<file path="config.mk">
export PLATFORM = sky130hd
export DESIGN_NAME = axi_stream_read_responder
export DESIGN_NICKNAME = d
export VERILOG_FILES = /design/src/rtl/top_pkg.sv /design/src/rtl/axi_pkg.sv /design/src/rtl/axi_stream_read_responder_pkg.sv /design/src/rtl/stream_fifo_sync.sv /design/src/rtl/axi_stream_read_responder.sv
export SDC_FILE = /design/constraint.sdc
export NUM_CORES = 1
export LEC_CHECK = 0
export BUFFER_PORTS_ARGS = -buffer_cell sky130_fd_sc_hd__buf_2
export CORE_ASPECT_RATIO = 0.7
export CORE_MARGIN = 2
export CORE_UTILIZATION = 44
export DETAILED_ROUTE_END_ITERATION = 10
export PLACE_DENSITY_LB_ADDON = 0.25
export SLEW_MARGIN = 20
export SYNTH_ARGS = -nofsm -noshare
export SYNTH_HDL_FRONTEND = slang
export SYNTH_HIERARCHICAL = 1
export SYNTH_SLANG_ARGS = --single-unit
</file>
<file path="constraint.sdc">
create_clock -name clock -period 4.14 [get_ports clock]
set_input_delay 0 -clock clock [delete_from_list [all_inputs] [get_ports clock]]
set_output_delay 0 -clock clock [all_outputs]
set_load 0.005 [all_outputs]
</file>
<file path="src/rtl/top_pkg.sv">
// Project-wide AXI bus dimensions shared by every block on the system bus.
package top_pkg;
    localparam int AXI_DW = 32;
    localparam int AXI_IW = 4;
    localparam int AXI_AW = 32;
endpackage

</file>
<file path="src/rtl/axi_pkg.sv">
// AXI4 channel bundles: host-to-device (requests) and device-to-host (responses).
package axi_pkg;
    typedef struct packed {
        logic [top_pkg::AXI_IW-1:0]   awid;
        logic [top_pkg::AXI_AW-1:0]   awaddr;
        logic [7:0]                   awlen;
        logic [2:0]                   awsize;
        logic [1:0]                   awburst;
        logic                         awvalid;
        logic [top_pkg::AXI_DW-1:0]   wdata;
        logic [top_pkg::AXI_DW/8-1:0] wstrb;
        logic                         wlast;
        logic                         wvalid;
        logic                         bready;
        logic [top_pkg::AXI_IW-1:0]   arid;
        logic [top_pkg::AXI_AW-1:0]   araddr;
        logic [7:0]                   arlen;
        logic [2:0]                   arsize;
        logic [1:0]                   arburst;
        logic                         arvalid;
        logic                         rready;
    } axi_h2d_t;

    typedef struct packed {
        logic                         awready;
        logic                         wready;
        logic [top_pkg::AXI_IW-1:0]   bid;
        logic [1:0]                   bresp;
        logic                         bvalid;
        logic                         arready;
        logic [top_pkg::AXI_IW-1:0]   rid;
        logic [top_pkg::AXI_DW-1:0]   rdata;
        logic [1:0]                   rresp;
        logic                         rlast;
        logic                         rvalid;
    } axi_d2h_t;
endpackage

</file>
<file path="src/rtl/axi_stream_read_responder_pkg.sv">
// Shared types for the stream-backed AXI read responder.
package axi_stream_read_responder_pkg;
    typedef enum logic [1:0] {R_IDLE, R_DATA, R_PAD} rd_state_e;
    typedef enum logic [1:0] {W_IDLE, W_DATA, W_RESP} wr_state_e;

    localparam logic [1:0] RESP_OKAY   = 2'b00;
    localparam logic [1:0] RESP_SLVERR = 2'b10;

    // One buffered stream beat: end-of-packet flag plus payload.
    typedef struct packed {
        logic                       last;
        logic [top_pkg::AXI_DW-1:0] data;
    } fifo_entry_t;
endpackage

</file>
<file path="src/rtl/stream_fifo_sync.sv">
// Synchronous first-word-fall-through FIFO; head entry is visible while non-empty.
module stream_fifo_sync #(
    parameter int Depth = 16,
    parameter int Width = 8
) (
    input  logic                     clk,
    input  logic                     srst,
    input  logic                     push,
    input  logic [Width-1:0]         push_data,
    input  logic                     pop,
    output logic [Width-1:0]         head_data,
    output logic                     full,
    output logic                     empty,
    output logic [$clog2(Depth):0]   level
);
    localparam int AW = $clog2(Depth);

    logic [Width-1:0] mem_reg [Depth];
    logic [AW-1:0]    wr_ptr_reg;
    logic [AW-1:0]    rd_ptr_reg;
    logic [AW:0]      level_reg;
    logic             do_push;
    logic             do_pop;

    assign full      = (level_reg == (AW+1)'(Depth));
    assign empty     = (level_reg == '0);
    assign level     = level_reg;
    assign head_data = mem_reg[rd_ptr_reg];
    assign do_push   = push && !full;
    assign do_pop    = pop && !empty;

    // Storage array is not reset so it can map onto RAM primitives.
    always_ff @(posedge clk) begin
        if (do_push) begin
            mem_reg[wr_ptr_reg] <= push_data;
        end
    end

    // Pointers wrap naturally because the depth is a power of two.
    always_ff @(posedge clk) begin
        if (srst) begin
            wr_ptr_reg <= '0;
            rd_ptr_reg <= '0;
            level_reg  <= '0;
        end else begin
            if (do_push) wr_ptr_reg <= wr_ptr_reg + 1'b1;
            if (do_pop)  rd_ptr_reg <= rd_ptr_reg + 1'b1;
            if (do_push && !do_pop)      level_reg <= level_reg + 1'b1;
            else if (do_pop && !do_push) level_reg <= level_reg - 1'b1;
        end
    end
endmodule

</file>
<file path="src/rtl/axi_stream_read_responder.sv">
// AXI4 slave answering AR bursts from a buffered AXI-Stream; writes are drained
// and answered with SLVERR. Optional macro AXI_RD_RESP_STATS_EN builds the
// R-beat counter on beat_count_o (tied to zero otherwise).
module axi_stream_read_responder
    import axi_stream_read_responder_pkg::*;
#(
    parameter int FifoDepth = 16,
    parameter int DataWidth = top_pkg::AXI_DW,
    parameter int IdWidth   = top_pkg::AXI_IW
) (
    input  logic                         clock,
    input  logic                         reset,
    input  axi_pkg::axi_h2d_t            axi_i,
    output axi_pkg::axi_d2h_t            axi_o,
    input  logic [DataWidth-1:0]         s_tdata_i,
    input  logic                         s_tvalid_i,
    output logic                         s_tready_o,
    input  logic                         s_tlast_i,
    output logic [$clog2(FifoDepth):0]   fifo_level_o,
    output logic [31:0]                  beat_count_o
);
    rd_state_e          rd_state_reg;
    wr_state_e          wr_state_reg;
    logic [IdWidth-1:0] rd_id_reg;
    logic [IdWidth-1:0] wr_id_reg;
    logic [7:0]         rd_len_reg;
    logic [7:0]         rd_cnt_reg;

    fifo_entry_t        push_entry;
    fifo_entry_t        head_entry;
    logic               fifo_full;
    logic               fifo_empty;
    logic               fifo_pop;
    logic               r_hs;
    logic               unused_axi;

    // Address/size/burst and write payload carry no meaning for this responder.
    assign unused_axi = ^{axi_i.awaddr, axi_i.awlen, axi_i.awsize, axi_i.awburst,
                          axi_i.wdata, axi_i.wstrb, axi_i.araddr, axi_i.arsize,
                          axi_i.arburst};

    assign push_entry = '{last: s_tlast_i, data: s_tdata_i};
    assign s_tready_o = !reset && !fifo_full;
    assign fifo_pop   = (rd_state_reg == R_DATA) && !fifo_empty && axi_i.rready;
    assign r_hs       = axi_o.rvalid && axi_i.rready;

    stream_fifo_sync #(
        .Depth (FifoDepth),
        .Width ($bits(fifo_entry_t))
    ) u_fifo (
        .clk       (clock),
        .srst      (reset),
        .push      (s_tvalid_i && s_tready_o),
        .push_data (push_entry),
        .pop       (fifo_pop),
        .head_data (head_entry),
        .full      (fifo_full),
        .empty     (fifo_empty),
        .level     (fifo_level_o)
    );

    // Read FSM: stream data until the packet ends, then pad with SLVERR beats.
    always_ff @(posedge clock) begin
        if (reset) begin
            rd_state_reg <= R_IDLE;
            rd_id_reg    <= '0;
            rd_len_reg   <= '0;
            rd_cnt_reg   <= '0;
        end else begin
            case (rd_state_reg)
                R_IDLE: if (axi_i.arvalid) begin
                    rd_id_reg    <= axi_i.arid;
                    rd_len_reg   <= axi_i.arlen;
                    rd_cnt_reg   <= '0;
                    rd_state_reg <= R_DATA;
                end
                R_DATA: if (fifo_pop) begin
                    rd_cnt_reg <= rd_cnt_reg + 8'd1;
                    if (rd_cnt_reg == rd_len_reg) rd_state_reg <= R_IDLE;
                    else if (head_entry.last)     rd_state_reg <= R_PAD;
                end
                R_PAD: if (axi_i.rready) begin
                    rd_cnt_reg <= rd_cnt_reg + 8'd1;
                    if (rd_cnt_reg == rd_len_reg) rd_state_reg <= R_IDLE;
                end
                default: rd_state_reg <= R_IDLE;
            endcase
        end
    end

    // Write FSM: accept the address, swallow the data, answer SLVERR.
    always_ff @(posedge clock) begin
        if (reset) begin
            wr_state_reg <= W_IDLE;
            wr_id_reg    <= '0;
        end else begin
            case (wr_state_reg)
                W_IDLE: if (axi_i.awvalid) begin
                    wr_id_reg    <= axi_i.awid;
                    wr_state_reg <= W_DATA;
                end
                W_DATA: if (axi_i.wvalid && axi_i.wlast) wr_state_reg <= W_RESP;
                W_RESP: if (axi_i.bready) wr_state_reg <= W_IDLE;
                default: wr_state_reg <= W_IDLE;
            endcase
        end
    end

    // Channel outputs decode straight from state registers and the FIFO head.
    always_comb begin
        axi_o         = '0;
        axi_o.arready = (rd_state_reg == R_IDLE);
        axi_o.awready = (wr_state_reg == W_IDLE);
        axi_o.wready  = (wr_state_reg == W_DATA);
        axi_o.bvalid  = (wr_state_reg == W_RESP);
        axi_o.bresp   = (wr_state_reg == W_RESP) ? RESP_SLVERR : RESP_OKAY;
        axi_o.bid     = wr_id_reg;
        axi_o.rid     = rd_id_reg;
        case (rd_state_reg)
            R_DATA: begin
                axi_o.rvalid = !fifo_empty;
                axi_o.rdata  = fifo_empty ? '0 : head_entry.data;
                axi_o.rresp  = RESP_OKAY;
                axi_o.rlast  = (rd_cnt_reg == rd_len_reg);
            end
            R_PAD: begin
                axi_o.rvalid = 1'b1;
                axi_o.rresp  = RESP_SLVERR;
                axi_o.rlast  = (rd_cnt_reg == rd_len_reg);
            end
            default: ;
        endcase
    end

`ifdef AXI_RD_RESP_STATS_EN
    logic [31:0] beat_count_reg;

    // Counts every R handshake, padding included; wraps at 2^32.
    always_ff @(posedge clock) begin
        if (reset)     beat_count_reg <= '0;
        else if (r_hs) beat_count_reg <= beat_count_reg + 32'd1;
    end

    assign beat_count_o = beat_count_reg;
`else
    logic unused_r_hs;
    assign unused_r_hs  = r_hs;
    assign beat_count_o = '0;
`endif
endmodule

</file>
# == Yosys cells after proc, flatten, opt, wreduce, memory -nomap -nowiden ==
# Memory sizes are Yosys's and may differ from the RTL's. A register that Yosys moved wholly into a read port is not among the register bits.
# Index checks and enable logic that the tools add are counted.
# word_totals
output_inout_bits,88
ram_bits,528
register_bits,41
elab_cells,78
memories,1
# classes
n_reduce_logical,24
eq_ne,14
mux,25
add_sub_neg,5
# mem_list
memory,depth,width,read_ports,rd_ports_with_merged_regs,write_ports,line,text
u_fifo.mem_reg,16,33,1,1,1,stream_fifo_sync.sv:18,logic [Width-1:0] mem_reg [Depth];
# ops
cell,n
two-way mux 32 bit,2
two-way mux 8 bit,3
one-hot mux 8 bit (3 select lines),1
two-way mux 2 bit,10
one-hot mux 2 bit (3 select lines),2
two-way mux 5 bit,2
inequality test 2 bit (second input constant),5
logical AND 1 bit,9
adder 4 x 1 -> 4 bit (second input constant),2
adder 8 x 1 -> 8 bit (second input constant),1
equality test 8 bit,1
two-way mux 4 bit,2
one-hot mux 4 bit (2 select lines),1
adder 5 x 1 -> 5 bit (second input constant),1
equality test 5 bit (second input constant),1
logical NOT 1 bit,5
logical NOT 5 bit,1
AND reduction 5 bit,1
subtractor 5 x 1 -> 5 bit (second input constant),1
equality test 2 x 1 -> 1 bit (second input constant),2
equality test 2 bit (second input constant),2
logical NOT 2 bit,2
inequality test 2 x 1 -> 1 bit (second input constant),2
AND reduction 2 bit,2
6 further kinds,7

# == Longest topological paths before layout ==
# Gate-level depths: netlist of the first run.
# logic_depth
ltp_word,9
ltp_mapped,14
ltp_nobuf,12

# == Cells and area by module ==
# Netlist of the first run, hierarchy kept.
# by_module_without_submodules
mod,n_inst,cells_per_inst,area_each_um2
stream_fifo_sync,1,919,20637.3
axi_stream_read_responder,1,241,1938.1

# == Worst setup path after synthesis of the first run ==
# No wires, ideal clock.
# synth_timing
kind,register -> register
startpoint,register u_fifo.level_reg[0] (netlist: u_fifo/level[0])
endpoint,memory u_fifo/mem_reg[0][0] (netlist name) (enable)
path_stages_with_launch,10
path_slack_ps,-2
path_buffers,2
setup_time_ps,464
required_ps,3676
t_arrival_ps,3677
path_cell_list,dfxtp_1 -> or4_4 -> buf_6 -> nor2_1 -> nor2_1 -> and2_1 -> o21a_1 -> buf_6 -> nand2_1 -> nor3_1
# synth_via
elab_chain_len,7
# synth_lines
element,line,text
"start, declared",stream_fifo_sync.sv:21,logic [AW:0] level_reg;
"start signal, assigned",stream_fifo_sync.sv:48,if (do_push && !do_pop) level_reg <= level_reg + 1'b1;
"start signal, assigned",stream_fifo_sync.sv:49,else if (do_pop && !do_push) level_reg <= level_reg - 1'b1;
equality test 5 bit,stream_fifo_sync.sv:25,assign full = (level_reg == (AW+1)'(Depth));
named net fifo_full,axi_stream_read_responder.sv:31,logic fifo_full;
logical NOT 1 bit,axi_stream_read_responder.sv:43,assign s_tready_o = !reset && !fifo_full;
logical AND 1 bit,axi_stream_read_responder.sv:43,
named net s_tready_o,axi_stream_read_responder.sv:17,"output logic s_tready_o,"
logical AND 1 bit,axi_stream_read_responder.sv:53,".push (s_tvalid_i && s_tready_o),"
logical AND 1 bit,stream_fifo_sync.sv:29,assign do_push = push && !full;
named net u_fifo.do_push,stream_fifo_sync.sv:22,logic do_push;
two-way mux 1 bit,stream_fifo_sync.sv:34,if (do_push) begin
two-way mux 1 bit (implied by the code),stream_fifo_sync.sv:35,mem_reg[wr_ptr_reg] <= push_data;
"end, declared",stream_fifo_sync.sv:18,
# The timed path passes the listed nets, and every way through them passes these cells.

# == Worst setup path after layout of the first run ==
# layout_timing
startpoint,register u_fifo.level_reg[0] (netlist: u_fifo/level[0])
endpoint,register u_fifo.level_reg[4] (netlist: u_fifo/level[4])
# layout_via
elab_chain_len,8
elab_cells_between_ends,19
classes_between,add/sub: 2; eq/ne: 1; mux: 2; reduce/logical: 14
# layout_lines
element,line
equality test 5 bit (*),stream_fifo_sync.sv:25
named net fifo_full,axi_stream_read_responder.sv:31
logical NOT 1 bit (*),"stream_fifo_sync.sv:29, axi_stream_read_responder.sv:43"
logical AND 1 bit,axi_stream_read_responder.sv:43
logical AND 1 bit,axi_stream_read_responder.sv:53
logical AND 1 bit (*),stream_fifo_sync.sv:29
logical NOT 1 bit,stream_fifo_sync.sv:49
logical AND 1 bit,stream_fifo_sync.sv:49
nonzero test 2 bit (no line),--
# Mark *: on every way through the listed nets, which the timed path passes. The rest lies on a longest branch. The select of a mux whose other input is x is not followed.
# A chain may end at the register's enable or synchronous reset.

==> reports/summary.log, run 1 <==
[cells_and_area] leading cell type in the layout, fill and taps excluded sky130_fd_sc_hd__edfxtp_1
[cells_and_area] NumNets Final 1561
[routing] average wire length per cell after detail routing 23.5 microns
[power_and_ir_drop] fraction of power spent switching nets 0.232
[yosys] cell count after synthesis 1160
[yosys] Avg Cell Area, Syn 19.5 sq um
[setup_path] max incr delay on CP 0.62 ns
[yosys] flop and latch count out of synthesis 573
[floorplanning] die extent in y 194 microns
[cells_and_area] max FFs per register 528
[grt] initial antenna violation count 3
[yosys] Main synth FF type sky130_fd_sc_hd__edfxtp_1
[power_and_ir_drop] Internal Power 9.90 mW
[routing] detailed-route wire length 48900 microns
[power_and_ir_drop] combinational share of power 0.123
[cells_and_area] area growth from synthesis to layout 17.1%
[setup_path] slowest CP cell sky130_fd_sc_hd__or4_4
[cts] TritonCTS Sinks 573
[grt] GRT Residual Overflow 0
[hold_path] kind of path behind the tightest hold check input port to flop
[grt] first-pass GRT wire length 73200 microns
[setup_path] launch instance of the worst register-to-register path u_fifo/level[0]
[power_and_ir_drop] Max VDD drop 0.298 mV
[timing] Least-Margin Pin Slew 0.790 ns
[setup_path] Arrival @ worst endpoint 3.64 ns
[yosys] post-synth cell types 53
[yosys] sequential cell area fraction in the yosys report 0.742
[floorplanning] row count 69
[yosys] largest area contributor in the synthesized netlist sky130_fd_sc_hd__edfxtp_1
[setup_path] Max FO, Critical Path 8
[routing] antenna viol nets, final 0
[placed_design] placer congestion estimate 0.752
[routing] Vias/cell 5.42
[yosys] share of the synthesized area in the top cell type 0.702
[timing] Max Clock Freq 314 MHz
[placed_design] total of buffers placed on input and output ports 111
[hold_path] startpoint of the worst hold path axi_i[1]
[timing] Fin Clk Skew 0.0174 ns
[setup_path] critical path, cell by cell or4_4 -> nor2_1 -> nor2_1 -> and2_1 -> o21a_1 -> ha_1 -> inv_1 -> ha_1 -> a21oi_1 -> a211oi_1 -> a31oi_1 -> mux2_2
[yosys] area of the mapped netlist 22600 sq um
[routing] routed vias 11288
[yosys] number of enable-type register cells in the synthesized netlist 528
[floorplanning] full die area 53200 sq um
[cts] Root Buffer sky130_fd_sc_hd__clkbuf_16
[outcome] outcome finished, final reports clean
[setup_path] element type at the critical path end flop
[setup_path] worst setup path startpoint u_fifo/level[0]
[floorplanning] I/O pins 264
[power_and_ir_drop] proportion of power drawn by flip-flops and latches 0.508
[power_and_ir_drop] Net Sw Power 3.00 mW
[power_and_ir_drop] pwr dens 488 nW/um^2
[cells_and_area] Filler cells 4028
[timing] unrepaired setup endpoints after global routing no
[floorplanning] area of the core 50700 sq um
[placed_design] post-placement worst setup slack 0.953 ns
[yosys] share of synthesized flip-flops with an asynchronous set or reset 0
[routing] DRC violations left 0
[cts] TritonCTS buffer count 53
[timing] post-route minimum period 3.18 ns
[setup_path] category of the worst setup path launch point flop
[setup_path] classification of the worst setup path flop to flop
[cells_and_area] top library cells by usage in the layout, fill and taps aside sky130_fd_sc_hd__edfxtp_1 (528), sky130_fd_sc_hd__mux4_2 (132), sky130_fd_sc_hd__buf_2 (111), sky130_fd_sc_hd__dlygate4sd3_1 (73), sky130_fd_sc_hd__nand2_1 (71)
[yosys] total number of yosys warnings 6
[timing] number of endpoints failing setup at the final stage 0
[setup_path] reg2reg setup slack 0.96 ns
[power_and_ir_drop] clock share of power 0.369
[timing] final hold violation count 0
[cts] Max Buffers Root-to-Sink 3
[floorplanning] initial cell density of the core 0.445
[placed_design] placed wire-length estimate 25400 microns
[cells_and_area] fraction of final layout cells sized beyond drive strength 1 0.273
[cts] clock-pin transition on the worst setup and hold timing paths 0.06 ns
[cts] clk_lat worst skew 0.58 ns
[timing] max-slew violations 0
[timing] final worst path period share 0.769
[setup_path] required time of the critical path 4.60 ns
[routing] Initial DRC Count 848
[grt] pin count of the biggest net entering global routing 75
[timing] worst rel slew slack 0.472
[cts] Post CTS Setup Buffer Count 0
[grt] All-Layer GR Usage 0.186
[floorplanning] die width 275 microns
[cts] htree depth 2
[timing] least setup slack across all paths after layout 0.958 ns
[cts] CTS tree yes
[yosys] synth top area cells sky130_fd_sc_hd__edfxtp_1 (70%), sky130_fd_sc_hd__mux4_2 (13%), sky130_fd_sc_hd__dfxtp_1 (4.0%), sky130_fd_sc_hd__a22oi_1 (2.2%), sky130_fd_sc_hd__buf_4 (1.4%)
[timing] final setup TNS 0 ns
[power_and_ir_drop] leakage power total 8.76 nW
[grt] number of global-route vias before repair 11581
[routing] number of detailed-routing iterations run before antenna repair 5
[job] number of max-cap violations 0
==> final cells by class <==
| class | instances | area [sq um] | share of cell area |
|---|---|---|---|
| antenna | 2 | 5.00 | 0.000189 |
| clock buffer | 66 | 1400 | 0.0528 |
| clock inverter | 29 | 283 | 0.0107 |
| inverter | 11 | 41.3 | 0.00156 |
| multi-input combinational | 513 | 5490 | 0.208 |
| sequential | 573 | 16800 | 0.634 |
| tap | 674 | 843 | 0.0319 |
| timing repair buffer | 216 | 1610 | 0.0611 |
==> critical path, delay by kind of cell (launching register included) <==
kind                       cells  cell delay (ns)
muxes                          1             0.34
adders and majority gates      2             0.54
DFF                            1             0.37
AOI/OAI and AO/OA              4             0.66
and+or+nand+nor                4             1.01
buffers and inverters          1             0.15
==> power by group through the flow <==
stage	Sequential (mW)	Combinational [mW]	Clock (mW)
CTS	6.55	1.61	4.87
detailed placement	6.68	1.54	0
finish	6.55	1.58	4.76
floorplan	6.64	1.12	0
global route	6.57	1.76	5.10
global placement	6.67	1.52	0
==> Yosys cell counts (2+ instances only) <==
| cell type | number |
|---|---|
| sky130_fd_sc_hd__xnor2_1 | 2 |
| sky130_fd_sc_hd__nand2_1 | 71 |
| sky130_fd_sc_hd__nor3b_1 | 3 |
| sky130_fd_sc_hd__o21ai_1 | 6 |
| sky130_fd_sc_hd__inv_1 | 11 |
| sky130_fd_sc_hd__buf_2 | 8 |
| sky130_fd_sc_hd__nor3_1 | 7 |
| sky130_fd_sc_hd__buf_4 | 42 |
| sky130_fd_sc_hd__nor4_2 | 2 |
| sky130_fd_sc_hd__buf_1 | 11 |
| sky130_fd_sc_hd__nor4_1 | 2 |
| sky130_fd_sc_hd__and2_1 | 37 |
| sky130_fd_sc_hd__nor2b_1 | 6 |
| sky130_fd_sc_hd__buf_6 | 5 |
| sky130_fd_sc_hd__a22oi_1 | 66 |
| sky130_fd_sc_hd__o21ai_0 | 4 |
| sky130_fd_sc_hd__a21oi_1 | 20 |
| sky130_fd_sc_hd__ha_1 | 16 |
| sky130_fd_sc_hd__and3_1 | 3 |
| sky130_fd_sc_hd__o211ai_1 | 3 |
| sky130_fd_sc_hd__a32o_1 | 5 |
| sky130_fd_sc_hd__mux4_2 | 132 |
| sky130_fd_sc_hd__dfxtp_1 | 45 |
| sky130_fd_sc_hd__xor2_1 | 14 |
| sky130_fd_sc_hd__edfxtp_1 | 528 |
| sky130_fd_sc_hd__nand2b_1 | 2 |
| sky130_fd_sc_hd__nor2_1 | 45 |
| sky130_fd_sc_hd__mux2i_1 | 7 |
| sky130_fd_sc_hd__clkbuf_1 | 29 |
| sky130_fd_sc_hd__nand3_1 | 5 |
==> final timing paths <==
kind / end / cells after the start
worst max-delay path: u_fifo/level[4] / 12
worst min-delay path: rd_len_reg[4] / 4
worst max register to register: u_fifo/level[4] / 12
worst min register to register: wr_state_reg[0] / 1
==> per-layer routing <==
metal	global-route usage	routed length (microns)	share of wire	up-vias
li1	-	-	-	5028
met1	0.267	21700	0.44	5907
met2	0.305	24100	0.49	294
met3	0.0281	2360	0.048	57
met4	0.0352	696	0.014	2
met5	0	13	0.00027	-
==> per-stage QoR <==
step           power [mW]  hold slack, ns  cell area (sq um)  std cells   util
2_1_floorplan        7.77          0.0989              22700       1193      -
3_3_place_gp         8.19           0.231              24000       1914  0.474
3_5_place_dp         8.22           0.242              24000       1914  0.474
4_1_cts              13.0         0.00169              26400       2082  0.521
5_1_grt              13.4          0.0666              26400       2084  0.522
6_report             12.9          0.0295              26400       2084  0.522
==> repair_timing <==
action | 4_1_cts | 5_1_grt
setup endpoints to repair | 0 | 0
endpoints found under the hold margin | 555 | 0
resized for setup | 0 | 0
hold buffers | 73 | 0
==> cells by family after synthesis <==
group	share of synthesized area
AO/OA/AOI/OAI	0.0361
XOR/XNOR	0.00621
adder cells (fa/ha/maj)	0.00975
buffers and inverters	0.0273
flip-flops	0.742
multiplexers	0.135
other	0.000166
AND/OR/NAND/NOR	0.0430
Note: power is estimated with default switching activity, not from simulation.
==> inputs of run 2 (changes only) <==
Settings changed: ABC_AREA set to 1.
Clock period 4.14 ns to 3.05 ns, I/O delays scaled along.
==> run 2 against run 1 <==
Net effect:
- non-clock buffer count is 23 higher
- sequential share of layout area down 6.2 points
- largest cell class unchanged
- via count up 57%
- die area rose by 12%
- area after synthesis rose by 12%
- total power increased by 48%
- clock skew is 0.0089 ns higher
- largest power group unchanged
- synthesized cell count rose by 120%
- setup slack lost 0.74 ns
- first-iteration DRC count rose by 110%
==> reports/summary.log, run 2 <==
[routing] Max Used Layer met5 [unchanged]
[routing] routed vias 17767 [was 11288]
[yosys] number of enable-type register cells in the synthesized netlist 528 [unchanged]
[job] number of max-cap violations 0 [unchanged]
[cts] clk_lat worst skew 0.62 ns [was 0.58 ns]
[grt] number of global-route vias before repair 16804 [was 11581]
[yosys] flop and latch count out of synthesis 573 [unchanged]
[placed_design] placed wire-length estimate 39600 microns [was 25400 microns]
[yosys] xor and xnor area share after synthesis 0.00310 [was 0.00621]
[yosys] Avg Cell Area, Syn 9.87 sq um [was 19.5 sq um]
[routing] average wire length per cell after detail routing 18.6 microns [was 23.5 microns]
[floorplanning] die width 291 microns [was 275 microns]
[yosys] adder and majority cell fraction of the synthesized area 0.00867 [was 0.00975]
[yosys] largest area contributor in the synthesized netlist sky130_fd_sc_hd__edfxtp_1 [unchanged]
[cells_and_area] footprint of the flip-flops and latches 16800 sq um [about the same]
[yosys] sequential cell area fraction in the yosys report 0.660 [was 0.742]
[power_and_ir_drop] pwr dens 649 nW/um^2 [was 488 nW/um^2]
[setup_path] WP buf/inv 4 [was 1]
[timing] post-route minimum period 2.84 ns
[setup_path] launch instance of the worst register-to-register path u_fifo/level[3] [was u_fifo/level[0]]
[routing] Initial DRC Count 1749 [was 848]
[cells_and_area] fraction of final layout cells sized beyond drive strength 1 0.104 [was 0.273]
[floorplanning] area of the core 56900 sq um [was 50700 sq um]
[cts] Post CTS Setup Buffer Count 0 [unchanged]
[yosys] cell count after synthesis 2574 [was 1160]
[yosys] most numerous cell types in the synthesized netlist sky130_fd_sc_hd__nand2_1 (762), sky130_fd_sc_hd__edfxtp_1 (528), sky130_fd_sc_hd__inv_1 (473), sky130_fd_sc_hd__nand3_1 (407), sky130_fd_sc_hd__nor2_1 (116) [was sky130_fd_sc_hd__edfxtp_1 (528), sky130_fd_sc_hd__mux4_2 (132), sky130_fd_sc_hd__nand2_1 (71), sky130_fd_sc_hd__a22oi_1 (66)]
[floorplanning] initial cell density of the core 0.446 [was 0.445]
[timing] Max Clock Freq 353 MHz
[cts] TritonCTS buffer count 55 [was 53]
[cells_and_area] Filler cells 5058 [was 4028]
[floorplanning] die extent in y 205 microns [was 194 microns]
[grt] GRT Residual Overflow 0 [unchanged]
[routing] DRC violations left 0 [unchanged]
[setup_path] required time of the critical path 3.05 ns [was 4.60 ns]
[cells_and_area] area of the multi-input gates 6240 sq um [was 5490 sq um]
[floorplanning] I/O pins 264 [unchanged]
[setup_path] max incr delay on CP 0.45 ns [was 0.62 ns]
[routing] detailed-route wire length 66100 microns [was 48900 microns]
[power_and_ir_drop] leakage power total 12.8 nW [was 8.76 nW]
[grt] All-Layer GR Usage 0.222 [was 0.186]
[cells_and_area] max FFs per register 528 [unchanged]
[setup_path] critical path endpoint axi_o[4] [was u_fifo/level[4]]
[setup_path] classification of the worst setup path flop to primary output [was flop to flop]
[cts] clock-pin transition on the worst setup and hold timing paths 0.06 ns [about the same]
[timing] final worst path period share 0.930
[setup_path] critical path, cell by cell inv_4 -> buf_4 -> nand3_1 -> nand3_1 -> nand3_1 -> nand2_1 -> inv_1 -> nor2_1 -> buf_2 [was or4_4 -> nor2_1 -> nor2_1 -> and2_1 -> o21a_1 -> ha_1 -> inv_1 -> ha_1 -> a21oi_1 -> a211oi_1 -> a31oi_1 -> mux2_2]
[hold_path] Worst Hold Path Cells 4 [unchanged]
[timing] final hold violation count 0 [unchanged]
[grt] initial antenna violation count 5 [was 3]
[yosys] cell with the most instances after synthesis sky130_fd_sc_hd__nand2_1 [was sky130_fd_sc_hd__edfxtp_1]
[yosys] post-synth cell types 33 [was 53]
[setup_path] cells on worst reg2reg path 10 [was 12]
[power_and_ir_drop] Total Power 19.0 mW [was 12.9 mW]
[timing] Fin Clk Skew 0.0263 ns [was 0.0174 ns]
[cells_and_area] area growth from synthesis to layout 15.5% [was 17.1%]
[yosys] portion of netlist area occupied by mux cells 0 [was 0.135]
[routing] met3 wirelength from detailed routing 5650 microns [was 2360 microns]
[cts] Root Buffer sky130_fd_sc_hd__clkbuf_16 [unchanged]
[yosys] area of the mapped netlist 25400 sq um [was 22600 sq um]
[placed_design] total of buffers placed on input and output ports 111 [unchanged]
[timing] max-slew violations 0 [unchanged]
[yosys] synth top area cells sky130_fd_sc_hd__edfxtp_1 (62%), sky130_fd_sc_hd__nand2_1 (11%), sky130_fd_sc_hd__nand3_1 (8.0%), sky130_fd_sc_hd__inv_1 (7.0%), sky130_fd_sc_hd__dfxtp_1 (3.5%) [was sky130_fd_sc_hd__edfxtp_1 (70%), sky130_fd_sc_hd__mux4_2 (13%), sky130_fd_sc_hd__dfxtp_1 (4.0%), sky130_fd_sc_hd__a22oi_1 (2.2%), sky130_fd_sc_hd__buf_4 (1.4%)]
[setup_path] most repeated library cell on the critical path sky130_fd_sc_hd__nand3_1
[cells_and_area] final instance area 29300 sq um [was 26400 sq um]
[cells_and_area] leading cell type in the layout, fill and taps excluded sky130_fd_sc_hd__nand2_1 [was sky130_fd_sc_hd__edfxtp_1]
[routing] number of detailed-routing iterations run before antenna repair 5 [unchanged]
[setup_path] category of the worst setup path launch point flop [unchanged]
[yosys] share of the synthesized area in the top cell type 0.624 [was 0.702]
[setup_path] r2r endpoint u_fifo/mem_reg[14][1] [was u_fifo/level[4]]
[power_and_ir_drop] Max VDD drop 0.502 mV [was 0.298 mV]
[cells_and_area] final cell utilization of the core 0.515 [was 0.522]
[routing] Met1 Wirelength 30400 microns [was 21700 microns]
[yosys] share of synthesized flip-flops with an asynchronous set or reset 0 [unchanged]
[timing] Least-Margin Pin Slew 0.841 ns [was 0.790 ns]
[setup_path] instance count on the critical path 9 [was 12]
[routing] antenna viol nets, final 0 [unchanged]
[routing] Met2 Routed Length 28500 microns [was 24100 microns]
[setup_path] Crit path max-delay family buffers and inverters [was simple AND/OR/NAND/NOR gates]
[timing] least setup slack across all paths after layout 0.214 ns [was 0.958 ns]
[routing] Vias/cell 5.01 [was 5.42]
[timing] number of endpoints failing setup at the final stage 0 [unchanged]
[cells_and_area] NumNets Final 2947 [was 1561]
[setup_path] Arrival @ worst endpoint 2.84 ns [was 3.64 ns]
[timing] worst rel slew slack 0.439 [was 0.472]
[yosys] largest family of logic cells by synthesized area simple AND/OR/NAND/NOR gates [was multiplexers]
[cells_and_area] top library cells by usage in the layout, fill and taps aside sky130_fd_sc_hd__nand2_1 (761), sky130_fd_sc_hd__edfxtp_1 (528), sky130_fd_sc_hd__inv_1 (471), sky130_fd_sc_hd__nand3_1 (407), sky130_fd_sc_hd__buf_2 (111) [was sky130_fd_sc_hd__edfxtp_1 (528), sky130_fd_sc_hd__mux4_2 (132), sky130_fd_sc_hd__buf_2 (111), sky130_fd_sc_hd__dlygate4sd3_1 (73), sky130_fd_sc_hd__nand2_1 (71)]
[yosys] total number of yosys warnings 6 [unchanged]
[timing] unrepaired setup endpoints after global routing no [unchanged]
[yosys] Main synth FF type sky130_fd_sc_hd__edfxtp_1 [unchanged]
[placed_design] placer congestion estimate 0.835 [was 0.752]
[setup_path] Max FO, Critical Path 38 [was 8]
[cts] TritonCTS Sinks 573 [unchanged]
[grt] pin count of the biggest net entering global routing 92 [was 75]
[placed_design] post-placement worst setup slack 0.394 ns [was 0.953 ns]
[placed_design] instance area after placement 26900 sq um [was 24000 sq um]
[floorplanning] full die area 59700 sq um [was 53200 sq um]
[cts] htree depth 2 [unchanged]
[yosys] simple logic cell fraction of the synthesized area 0.214 [was 0.0430]
[outcome] outcome finished, final reports clean [unchanged]
[cts] CTS tree yes [unchanged]
[floorplanning] row count 73 [was 69]
[setup_path] reg2reg setup slack 0.38 ns [was 0.96 ns]
[setup_path] slowest CP cell sky130_fd_sc_hd__dfxtp_4 [was sky130_fd_sc_hd__or4_4]
[yosys] share of the synthesized area in compound gates (AO/OA/AOI/OAI) 0.0107 [was 0.0361]
[grt] first-pass GRT wire length 100000 microns [was 73200 microns]
[setup_path] element type at the critical path end primary output [was flop]
[cts] Max Buffers Root-to-Sink 3 [unchanged]
[hold_path] kind of path behind the tightest hold check input port to flop [unchanged]
==> run 2: cell count changes in the layout (fill, tap and decap cells not counted), moves of 7 or more <==
cell and change:
sky130_fd_sc_hd__nand2_1 +690, sky130_fd_sc_hd__inv_1 +460, sky130_fd_sc_hd__nand3_1 +402, sky130_fd_sc_hd__mux4_2 -132
sky130_fd_sc_hd__nor2_1 +68, sky130_fd_sc_hd__a22oi_1 -66, sky130_fd_sc_hd__and2_1 -36, sky130_fd_sc_hd__buf_4 +23
sky130_fd_sc_hd__o21ai_0 +21, sky130_fd_sc_hd__xor2_1 -9, sky130_fd_sc_hd__inv_2 +7, sky130_fd_sc_hd__mux2i_1 -7
==> run 2: routing by layer <==
metal,track usage,up-vias
li1,-,8505
met1,0.330,8512
met2,0.329,645
met3,0.0457,103
met4,0.0613,2
met5,0,-
==> run 2: cells by family (layout without fill, tap and decap cells) <==
logic type | Yosys count | after routing
compound gates | 48 | 48
xor+xnor | 9 | 9
fa+ha+maj | 17 | 17
buf+inv | 630 | 819
flops | 573 | 573
other cells | 1 | 35
simple gates | 1296 | 1296
==> run 2: cell type report <==
| cell class | count | area share |
|---|---|---|
| Timing Repair Buffer | 239 | 0.0630 |
| Sequential cell | 573 | 0.572 |
| Clock buffer | 69 | 0.0487 |
| Tap cell | 750 | 0.0320 |
| Inverter | 481 | 0.0622 |
| Clock inverter | 30 | 0.00913 |
| Multi-Input combinational cell | 1404 | 0.213 |
| Antenna cell | 1 | 0.0000853 |
==> run 2: tightest hold or removal path, delay by kind of cell <==
| kind | cells | cell delay (ns) |
|---|---|---|
| buf+inv | 2 | 0.61 |
| simple gates | 1 | 0.09 |
| compound gates | 1 | 0.09 |
==> run 2: worst min path at each step <==
| stage | to | slack [ns] | from |
|---|---|---|---|
| finish | rd_id_reg[0] | 0.23 | axi_i[47] |
| global placement | rd_id_reg[1] | 0.25 | axi_i[48] |
| global route | rd_id_reg[1] | 0.21 | axi_i[48] |
| floorplan | s_tready_o | 0.03 | reset |
| detailed placement | rd_id_reg[3] | 0.27 | axi_i[50] |
| CTS | rd_id_reg[3] | 0.16 | axi_i[50] |
==> run 2: per-stage QoR <==
| step | setup TNS [ns] | cells | hold WS [ns] |
|---|---|---|---|
| finish | 0 | 3547 | 0.231 |
| global route | 0 | 3546 | 0.209 |
| CTS | 0 | 3546 | 0.161 |
| detailed placement | 0 | 3380 | 0.268 |
| global placement | 0 | 3380 | 0.254 |
| floorplan | -85.75 | 2607 | 0.0269 |
==> run 2: report_power, final <==
group | internal, mW | leakage [nW] | total [mW] | switching, mW
clock | 3.65 | 0.826 | 6.57 | 2.91
sequential | 8.79 | 5.13 | 8.92 | 0.134
combinational | 1.13 | 6.83 | 3.55 | 2.42
total | 13.6 | 12.8 | 19.0 | 5.47
==> run 2: what timing repair did <==
action | in CTS | in global routing
hold buffers | 67 | 0
endpoints found under the setup margin | 0 | 1
resized for setup | 0 | 1
hold endpoints to repair | 562 | 0
==> inputs of run 3 (changes only) <==
Settings changed: ABC_AREA 1 to 0.
==> run 3 against run 2 <==
Net effect:
- sequential power shrank 0.6%
- total power shrank 6.9%
- maximum frequency shrank 1.9%
- critical path depth grew 3
- via count shrank 36%
- core utilization grew 1.1 points
- clock skew shrank 0.0028 ns
- design area shrank 9.1%
- sequential cell count is the same
- critical path type is now flop to flop
- highest routed layer is now met4
==> reports/summary.log, run 3 (same netlist as run 1, synthesis figures left out) <==
[cts] TritonCTS buffer count 54 [was 55]
[timing] unrepaired setup endpoints after global routing no [unchanged]
[cells_and_area] antenna diode count 0 [was 1]
[floorplanning] area of the core 50700 sq um [was 56900 sq um]
[timing] final worst path period share 0.947 [was 0.930]
[floorplanning] die extent in y 194 microns [was 205 microns]
[timing] worst rel slew slack 0.413 [was 0.439]
[cts] TritonCTS Sinks 573 [unchanged]
[routing] detailed-route wire length 48800 microns [was 66100 microns]
[setup_path] critical path, cell by cell or4_4 -> nor2_2 -> nor2b_4 -> and2_1 -> o21ai_2 -> ha_2 -> inv_2 -> ha_1 -> a21oi_1 -> a211oi_1 -> a31oi_1 -> mux2_2 [was inv_4 -> buf_4 -> nand3_1 -> nand3_1 -> nand3_1 -> nand2_1 -> inv_1 -> nor2_1 -> buf_2]
[grt] All-Layer GR Usage 0.186 [was 0.222]
[job] number of max-cap violations 0 [unchanged]
[setup_path] Max FO, Critical Path 5 [was 38]
[grt] met3 usage 0.0328 [was 0.0457]
[setup_path] cells on worst reg2reg path 12 [was 10]
[routing] number of detailed-routing iterations run before antenna repair 5 [unchanged]
[grt] number of global-route vias before repair 11834 [was 16804]
[hold_path] kind of path behind the tightest hold check input port to flop [unchanged]
[grt] first-pass GRT wire length 74100 microns [was 100000 microns]
[setup_path] worst setup path startpoint u_fifo/level[0]
[cells_and_area] final instance area 26700 sq um [was 29300 sq um]
[floorplanning] row count 69 [was 73]
[cells_and_area] leading cell type in the layout, fill and taps excluded sky130_fd_sc_hd__edfxtp_1 [was sky130_fd_sc_hd__nand2_1]
[timing] final setup TNS 0 ns [unchanged]
[cells_and_area] NumNets Final 1575 [was 2947]
[cts] Max Buffers Root-to-Sink 3 [unchanged]
[placed_design] placer congestion estimate 0.731 [was 0.835]
[cells_and_area] number of standard cells in the final layout excluding fillers 2100 [was 3547]
[cts] clock-pin transition on the worst setup and hold timing paths 0.06 ns [about the same]
[cts] Post CTS Setup Buffer Count 0 [unchanged]
[grt] GRT Residual Overflow 0 [unchanged]
[placed_design] instance area after placement 24200 sq um [was 26900 sq um]
[floorplanning] I/O pins 264 [unchanged]
[routing] Initial DRC Count 1080 [was 1749]
[routing] antenna viol nets, final 0 [unchanged]
[timing] number of endpoints failing setup at the final stage 0 [unchanged]
[floorplanning] die width 275 microns [was 291 microns]
[cts] Root Buffer sky130_fd_sc_hd__clkbuf_16 [unchanged]
[grt] initial antenna violation count 0 [was 5]
[cells_and_area] top library cells by usage in the layout, fill and taps aside sky130_fd_sc_hd__edfxtp_1 (528), sky130_fd_sc_hd__mux4_2 (132), sky130_fd_sc_hd__buf_2 (111), sky130_fd_sc_hd__nand2_1 (71), sky130_fd_sc_hd__dlygate4sd3_1 (69) [was sky130_fd_sc_hd__nand2_1 (761), sky130_fd_sc_hd__edfxtp_1 (528), sky130_fd_sc_hd__inv_1 (471), sky130_fd_sc_hd__nand3_1 (407), sky130_fd_sc_hd__buf_2 (111)]
[cells_and_area] max FFs per register 528 [unchanged]
[setup_path] max incr delay on CP 0.55 ns [was 0.45 ns]
[placed_design] placed wire-length estimate 26700 microns [was 39600 microns]
[setup_path] slowest CP cell sky130_fd_sc_hd__or4_4 [was sky130_fd_sc_hd__dfxtp_4]
[grt] met1 GRT Util 0.275 [was 0.330]
[hold_path] startpoint of the worst hold path axi_i[1] [was axi_i[47]]
[cts] htree depth 2 [unchanged]
[setup_path] element type at the critical path end flop [was primary output]
[cts] CTS tree yes [unchanged]
[setup_path] Arrival @ worst endpoint 3.34 ns [was 2.84 ns]
[cells_and_area] area growth from synthesis to layout 18.1% [was 15.5%]
[timing] max-slew violations 0 [unchanged]
[setup_path] classification of the worst setup path flop to flop [was flop to primary output]
[power_and_ir_drop] pwr dens 665 nW/um^2 [was 649 nW/um^2]
[setup_path] launch instance of the worst register-to-register path u_fifo/level[0] [was u_fifo/level[3]]
[grt] pin count of the biggest net entering global routing 52 [was 92]
[floorplanning] initial cell density of the core 0.445 [was 0.446]
[routing] routed vias 11459 [was 17767]
[grt] global route hottest layer met2 [was met1]
[power_and_ir_drop] Max VDD drop 0.539 mV [was 0.502 mV]
[grt] met2 track demand over resource 0.294 [was 0.329]
[setup_path] category of the worst setup path launch point flop [unchanged]
[timing] final hold violation count 0 [unchanged]
[placed_design] total of buffers placed on input and output ports 111 [unchanged]
[timing] hold slack final 0.0204 ns [was 0.231 ns]
[hold_path] Worst Hold Path Cells 4 [unchanged]
[routing] average wire length per cell after detail routing 23.2 microns [was 18.6 microns]
[cts] clk_lat worst skew 0.58 ns [was 0.62 ns]
[timing] Least-Margin Pin Slew 0.879 ns [was 0.841 ns]
[placed_design] instance count after placement with tap cells included 1931 [was 3380]
[timing] post-route minimum period 2.89 ns [was 2.84 ns]
[outcome] outcome finished, final reports clean [unchanged]
[routing] Vias/cell 5.46 [was 5.01]
[floorplanning] full die area 53200 sq um [was 59700 sq um]
[setup_path] required time of the critical path 3.50 ns [was 3.05 ns]
[routing] DRC violations left 0 [unchanged]
[cells_and_area] fraction of final layout cells sized beyond drive strength 1 0.290 [was 0.104]
[timing] Fin Clk Skew 0.0235 ns [was 0.0263 ns]
[timing] Max Clock Freq 346 MHz [was 353 MHz]
[power_and_ir_drop] leakage power total 8.86 nW [was 12.8 nW]
[run 3: cell count changes in the layout (fill, tap and decap cells not counted), moves of 6 or more]
cell | previous run | this run
sky130_fd_sc_hd__o21ai_0 | 25 | 4
sky130_fd_sc_hd__inv_1 | 471 | 10
sky130_fd_sc_hd__nor2_1 | 100 | 31
sky130_fd_sc_hd__nand2_1 | 761 | 71
sky130_fd_sc_hd__mux2i_1 | 0 | 7
sky130_fd_sc_hd__clkinv_2 | 10 | 16
sky130_fd_sc_hd__and2_1 | 0 | 36
sky130_fd_sc_hd__xor2_1 | 5 | 14
sky130_fd_sc_hd__buf_4 | 48 | 36
sky130_fd_sc_hd__inv_2 | 7 | 1
sky130_fd_sc_hd__mux4_2 | 0 | 132
sky130_fd_sc_hd__nand3_1 | 407 | 5
sky130_fd_sc_hd__a22oi_1 | 0 | 66
[run 3: path summary, 6_finish.rpt]
check,endpoint,slack [ns]
max,u_fifo/level[4],0.16
min reg2reg,rd_id_reg[1],0.48
min,rd_id_reg[1],0.02
max reg2reg,u_fifo/level[4],0.16
[run 3: worst max-delay path: cells and delay by family (launching register included)]
family,cells,cell delay [ns]
flip-flops,1,0.31
AO/OA/AOI/OAI,4,0.58
adder cells (fa/ha/maj),2,0.54
AND/OR/NAND/NOR,4,0.94
buffers and inverters,1,0.07
multiplexers,1,0.35
[run 3: per-layer routing]
| layer | wire, microns | share of wire | vias to the layer above |
|---|---|---|---|
| met4 | 748 | 0.015 | 0 |
| met1 | 22500 | 0.46 | 6081 |
| met3 | 2520 | 0.052 | 61 |
| li1 | - | - | 5046 |
| met2 | 23100 | 0.47 | 271 |
| met5 | 0 | 0 | - |
[run 3: cell type report]
class / count / area (sq um)
fillers: 4002 / 24000
flip-flops and latches: 573 / 16800
multi-input cells: 513 / 5500
repair buffers: 229 / 1780
clock buffers: 65 / 1390
well taps: 674 / 843
clock inverters: 35 / 343
inverters: 11 / 41.3
[run 3: per-stage QoR]
step	utilization	power, mW	worst slack [ns]
3_3_place_gp	0.478	11.2	0.125
4_1_cts	0.526	17.9	0.0960
3_5_place_dp	0.478	11.2	0.119
6_report	0.526	17.7	0.160
5_1_grt	0.526	18.5	0.00373
2_1_floorplan	-	10.5	-0.208
[run 3: power by group]
| group | switching, mW | leakage (nW) | internal (mW) |
|---|---|---|---|
| Sequential | 0.110 | 5.12 | 8.76 |
| Clock | 2.85 | 0.853 | 3.77 |
| Combinational | 1.18 | 2.89 | 1.07 |
| Total | 4.14 | 8.86 | 13.6 |
[run 3: what timing repair did]
action                                  4_1_cts  5_1_grt
hold endpoints to repair                    554        0
resized for setup                             0        2
hold buffers                                 69        0
endpoints found under the setup margin        0        2
